$ cat src/rtl/pet_stats_engine.sv
// Pet status engine: owns the five 0..9 levels, decays them on a prescaled game tick,
// applies button actions and tracks the awake/sleep/dead mode.
module pet_stats_engine #(
   parameter int TICK_DIV     = 50_000_000,
   parameter int HUNGER_TICKS = 4,
   parameter int FUN_TICKS    = 3,
   parameter int ENERGY_TICKS = 5,
   parameter int LIFE_TICKS   = 2
) (
   input  logic       clk,
   input  logic       reset,
   input  logic       btn_feed,
   input  logic       btn_play,
   input  logic       btn_sleep,
   output logic [3:0] hambre,
   output logic [3:0] diversion,
   output logic [3:0] energia,
   output logic [3:0] felicidad,
   output logic [3:0] vida,
   output logic       sleeping,
   output logic       dead,
   output logic       tick
);
   // state  | meaning
   // AWAKE  | actions accepted, all stats decay
   // SLEEP  | actions ignored, energia recovers, hambre still decays
   // DEAD   | stats frozen, felicidad forced to 0, left only by reset
   typedef enum logic [1:0] {ST_AWAKE, ST_SLEEP, ST_DEAD} state_t;

   localparam int PW = (TICK_DIV     > 1) ? $clog2(TICK_DIV)     : 1;
   localparam int HW = (HUNGER_TICKS > 1) ? $clog2(HUNGER_TICKS) : 1;
   localparam int FW = (FUN_TICKS    > 1) ? $clog2(FUN_TICKS)    : 1;
   localparam int EW = (ENERGY_TICKS > 1) ? $clog2(ENERGY_TICKS) : 1;
   localparam int LW = (LIFE_TICKS   > 1) ? $clog2(LIFE_TICKS)   : 1;

   state_t        state;
   logic [PW-1:0] pre_cnt, pre_nxt;
   logic [HW-1:0] h_cnt;
   logic [FW-1:0] f_cnt;
   logic [EW-1:0] e_cnt;
   logic [LW-1:0] l_cnt;
   logic          h_step, f_step, e_step, l_step;
   logic          awake, asleep, act_feed, act_play;
   logic signed [4:0] h_sum, d_sum, e_sum, v_sum;
   logic [3:0]    h_nxt, d_nxt, e_nxt, v_nxt;
   logic          go_dead;

   function automatic logic [3:0] sat9(input logic signed [4:0] v);
      if (v < 0)
         return 4'd0;
      else if (v > 5'sd9)
         return 4'd9;
      else
         return v[3:0];
   endfunction

   always_comb begin
      pre_nxt  = (pre_cnt == PW'(TICK_DIV - 1)) ? '0 : pre_cnt + 1'b1;
      h_step   = tick && (h_cnt == HW'(HUNGER_TICKS - 1));
      f_step   = tick && (f_cnt == FW'(FUN_TICKS - 1));
      e_step   = tick && (e_cnt == EW'(ENERGY_TICKS - 1));
      l_step   = tick && (l_cnt == LW'(LIFE_TICKS - 1));
      awake    = (state == ST_AWAKE);
      asleep   = (state == ST_SLEEP);
      act_feed = awake && !btn_sleep && btn_feed;
      act_play = awake && !btn_sleep && !btn_feed && btn_play;

      h_sum = $signed({1'b0, hambre}) + (act_feed ? 5'sd3 : 5'sd0)
            - ((h_step && (awake || asleep)) ? 5'sd1 : 5'sd0);
      d_sum = $signed({1'b0, diversion}) + (act_play ? 5'sd2 : 5'sd0)
            - ((f_step && awake) ? 5'sd1 : 5'sd0);
      e_sum = $signed({1'b0, energia}) - (act_play ? 5'sd1 : 5'sd0)
            + ((e_step && asleep) ? 5'sd1 : 5'sd0)
            - ((e_step && awake) ? 5'sd1 : 5'sd0);

      // vida judges the levels as registered this cycle, not the ones being written
      v_sum = $signed({1'b0, vida});
      if (l_step && (awake || asleep)) begin
         if (hambre == 4'd0 || energia == 4'd0)
            v_sum = v_sum - 5'sd1;
         else if (hambre >= 4'd5 && energia >= 4'd5)
            v_sum = v_sum + 5'sd1;
      end

      h_nxt   = sat9(h_sum);
      d_nxt   = sat9(d_sum);
      e_nxt   = sat9(e_sum);
      v_nxt   = sat9(v_sum);
      go_dead = (state == ST_DEAD) || (v_nxt == 4'd0);
   end

   always_ff @(posedge clk) begin
      if (reset) begin
         pre_cnt   <= '0;
         tick      <= 1'b0;
         h_cnt     <= '0;
         f_cnt     <= '0;
         e_cnt     <= '0;
         l_cnt     <= '0;
         hambre    <= 4'd9;
         diversion <= 4'd9;
         energia   <= 4'd9;
         felicidad <= 4'd9;
         vida      <= 4'd9;
         state     <= ST_AWAKE;
         sleeping  <= 1'b0;
         dead      <= 1'b0;
      end else begin
         pre_cnt <= pre_nxt;
         tick    <= (pre_nxt == PW'(TICK_DIV - 1));
         if (tick) begin
            h_cnt <= h_step ? '0 : h_cnt + 1'b1;
            f_cnt <= f_step ? '0 : f_cnt + 1'b1;
            e_cnt <= e_step ? '0 : e_cnt + 1'b1;
            l_cnt <= l_step ? '0 : l_cnt + 1'b1;
         end

         if (state != ST_DEAD) begin
            hambre    <= h_nxt;
            diversion <= d_nxt;
            energia   <= e_nxt;
            vida      <= v_nxt;
         end
         felicidad <= go_dead ? 4'd0 : 4'((hambre + diversion + 5'd0) >> 1);

         case (state)
            ST_AWAKE: begin
               if (go_dead) begin
                  state <= ST_DEAD;  sleeping <= 1'b0; dead <= 1'b1;
               end else if (btn_sleep) begin
                  state <= ST_SLEEP; sleeping <= 1'b1; dead <= 1'b0;
               end
            end
            ST_SLEEP: begin
               if (go_dead) begin
                  state <= ST_DEAD;  sleeping <= 1'b0; dead <= 1'b1;
               end else if (btn_sleep || (tick && energia == 4'd9)) begin
                  state <= ST_AWAKE; sleeping <= 1'b0; dead <= 1'b0;
               end
            end
            default: begin
               state <= ST_DEAD; sleeping <= 1'b0; dead <= 1'b1;
            end
         endcase
      end
   end
endmodule
$ cat config.mk
export PLATFORM = sky130hd
export DESIGN_NAME = pet_stats_engine
export DESIGN_NICKNAME = d
export VERILOG_FILES = /design/src/rtl/pet_stats_engine.sv
export SDC_FILE = /design/constraint.sdc
export NUM_CORES = 1
export LEC_CHECK = 0
export BUFFER_PORTS_ARGS = -buffer_cell sky130_fd_sc_hd__buf_4
export CORE_AREA = 2 2 88 90
export CTS_BUF_LIST = sky130_fd_sc_hd__clkbuf_16
export DETAILED_ROUTE_END_ITERATION = 10
export DIE_AREA = 0 0 90 92
export GPL_ROUTABILITY_DRIVEN = 0
export PLACE_DENSITY = 0.67
export REMOVE_ABC_BUFFERS = 1
export SLEW_MARGIN = 0
export SYNTH_ARGS = -nofsm -noshare
export SYNTH_HDL_FRONTEND = slang
export SYNTH_SLANG_ARGS = --single-unit
$ cat constraint.sdc
create_clock -name clk -period 4.3 [get_ports clk]
set_input_delay 0.86 -clock clk [delete_from_list [all_inputs] [get_ports clk]]
set_output_delay 0.86 -clock clk [all_outputs]
set_load 0.005 [all_outputs]
==> flow_metrics.env <==
export IMPL_hold_viol=0
export IMPL_power_density_nw_per_um2=464
export IMPL_remaining_drc_errors=0
export IMPL_fin_ws_ns=1.05
export IMPL_preCtsSetupSlack_ns=0.721
export IMPL_post_cts_setup_buffer_count=0
export IMPL_critPathKind="in2reg"
export IMPL_clockBufferDepth=2
export IMPL_slew_viol_final=0
export IMPL_clk_latency_ns=0.32
export IMPL_synthAdderAreaFrac=0.126
export IMPL_grt_pass1_vias=2840
export IMPL_hold_end="pre_cnt[0]"
export IMPL_cts_tree="yes"
export IMPL_hold_path_class="reg2reg"
export IMPL_cts_reportedPaths_clkPinSlew_ns=0.05
export IMPL_cts_hold_buf=0
export IMPL_yosysWarnings=0
export IMPL_fin_setup_tns_ns=0
export IMPL_dieArea_um2=8280
export IMPL_max_slew_worst_pin_slew_ns=0.635
export IMPL_r2r_end="hambre[1]"
export IMPL_areaGrowthSynthToFinish_pct=15.3
export IMPL_antenna_found_initial=0
export IMPL_ir_drop_uv=214
export IMPL_yosysSeqAreaShare=0.330
export IMPL_layout_common_cells="dfxtp_1, nor2_1, inv_1"
export IMPL_synth_top_family_by_area="simple AND/OR/NAND/NOR gates"
export IMPL_fillers=724
export IMPL_antenna_left=0
export IMPL_ys_async_sr_fraction=0
export IMPL_num_rows=32
export IMPL_maxCapViolCount=0
export IMPL_final_util=0.554
export IMPL_firstDrtPassIters=4
export IMPL_min_period_ns=3.25
export IMPL_rr_startpoint="tick"
export IMPL_drt_iter0_markers=106
export IMPL_synth_compound_area_frac=0.142
export IMPL_skew_ns=0.00659
export IMPL_core_area_um2=7450
export IMPL_start_kind="input pin"
export IMPL_relSlewSlack=0.575
export IMPL_p_leak_uw=0.00164
export IMPL_synth_simple_area_share=0.238
export IMPL_cp_required_ns=4.55
export IMPL_path_max_fanout=4
export IMPL_final_instance_count_excl_fill=538
export IMPL_r2r_cells=14
export IMPL_fmax_mhz=308
export IMPL_grt_first_pass_wirelength_mm=13.4
export IMPL_routed_wl_mm=7.90
export IMPL_setup_viol=0
export IMPL_end_kind="flop"
export IMPL_post_place_cells=523
export IMPL_mostFrequentLayoutCell="dfxtp_1"
export IMPL_yosysTopAreaCell="dfxtp_1"
export IMPL_yosys_top_cells_area="dfxtp_1, ha_1, xnor2_1, nor2_1, xor2_1"
export IMPL_root_buffer="clkbuf_16"
export IMPL_ctsResizeCount=0
export IMPL_synth_top_area_share=0.330
export IMPL_synth_edf_count=0
export IMPL_holdCritStartpoint="pre_cnt[0]"
export IMPL_nNetsFinal=470
export IMPL_synth_seq_cells=59
export IMPL_synth_cell_types=61
export IMPL_wl_per_cell_um=14.7
export IMPL_dp_hpwl_mm=5.54
export IMPL_vias_per_cell=5.59
export IMPL_start_util=0.481
export IMPL_synth_ff_type="dfxtp_1"
export IMPL_dr_total_vias=3006
export IMPL_whs_path_depth=1
export IMPL_postSynthAreaPerCell_um2=8.77
export IMPL_io_pins=28
export IMPL_status="finished clean"
export IMPL_numCtsBuffers=9
export IMPL_dieHeight_um=92
export IMPL_synth_xor_area_share=0.0906
export IMPL_clock_sinks=59
export IMPL_rsz0062_at_grt="no"
export IMPL_min_period_over_period=0.755
export IMPL_drive_above_1_share=0.122
export IMPL_grt_max_degree=30
export IMPL_grt_usage=0.200
export IMPL_regToRegSetupSlack_ns=1.10
export IMPL_synth_area_mux_share=0.0203
export IMPL_h_tree_depth=3
export IMPL_grt_overflow=0
export IMPL_dieWidth_um=90
export IMPL_io_buffers=27
export IMPL_diodes=0
export IMPL_worstPathArrival_ns=3.50
export IMPL_netlist_area_um2=3580
export IMPL_syn_inst=408
cell usage after synthesis (4+ instances only):
master,number
ha_1,28
inv_1,31
nor2b_1,4
and3_1,9
nand2b_1,5
nand3_1,21
xor2_1,14
nor2_1,40
o31ai_1,4
o211ai_1,7
nand4_1,10
mux2i_1,5
o21a_1,5
o21ai_0,8
xnor2_1,23
a21oi_1,24
fa_1,5
nor4_1,9
a21o_1,5
and2_1,4
clkbuf_1,9
dfxtp_1,59
nand2_1,22
nand4b_1,5
critical path, stage by stage:
cell      delay [ns]
buf_4           0.12
nor3_1          0.20
nand2_1         0.13
ha_1            0.30
inv_1           0.05
ha_1            0.15
inv_1           0.05
fa_1            0.39
inv_1           0.07
a21oi_1         0.05
o21bai_1        0.16
xnor2_1         0.20
or4b_2          0.62
a21oi_1         0.15
flip-flops by register name, indices dropped and copies added (netlist names), 2 cells and up:
| signal | flops |
|---|---|
| vida | 4 |
| diversion | 4 |
| state | 2 |
| energia | 4 |
| pre_cnt | 26 |
| felicidad | 4 |
| e_cnt | 3 |
| hambre | 4 |
| h_cnt | 2 |
| f_cnt | 2 |
kinds of logic (layout without fill, tap and decap cells):
family / Yosys count / after routing
and+or+nand+nor: 153 / 153
DFF: 59 / 59
AOI/OAI and AO/OA: 72 / 72
xor gates and xnor gates: 37 / 37
adders and majority gates: 33 / 33
muxes: 7 / 7
buffers and inverters: 47 / 75
layer usage:
layer  up-vias  routed length (um)  part of all wire  GRT usage
met4         0                 116             0.015     0.0603
met1      1442                3730              0.47      0.244
met5         -                   0                 0          0
met2        59                3690              0.47      0.344
li1       1493                   -                 -          -
met3        12                 363             0.046     0.0567
worst max-delay path by stage:
stage | from | end | slack (ns) | depth (start not counted)
floorplan | btn_sleep | hambre[1] | 1.04 | 13
global placement | btn_sleep | hambre[1] | 0.80 | 14
detailed placement | btn_sleep | hambre[1] | 0.72 | 14
CTS | btn_sleep | hambre[1] | 1.05 | 14
global route | btn_sleep | hambre[1] | 0.91 | 14
finish | btn_sleep | hambre[1] | 1.05 | 14
power by group:
group          internal [uW]  total, uW  switching (uW)
Clock                    435        668             233
Combinational            284        570             287
Sequential               606        677            71.6
Total                   1320       1920             592
stage by stage:
step	hold WS [ns]	power (uW)	area, um2
after floorplan	0.436	1080	3500
after global placement	0.458	1240	3850
after detailed placement	0.470	1260	3850
after CTS	0.481	1930	4130
after global routing	0.496	2050	4130
final	0.483	1920	4130
area by class of cell:
cell class | count | area [um2] | share of cell area
repair buffers | 29 | 218 | 0.0528
well taps | 102 | 128 | 0.0309
inverters | 31 | 116 | 0.0282
flip-flops and latches | 59 | 1180 | 0.286
multi-input cells | 302 | 2210 | 0.535
clock buffers | 9 | 225 | 0.0546
clock inverters | 6 | 50.0 | 0.0121
No activity file was read; power rests on OpenSTA's default activity.
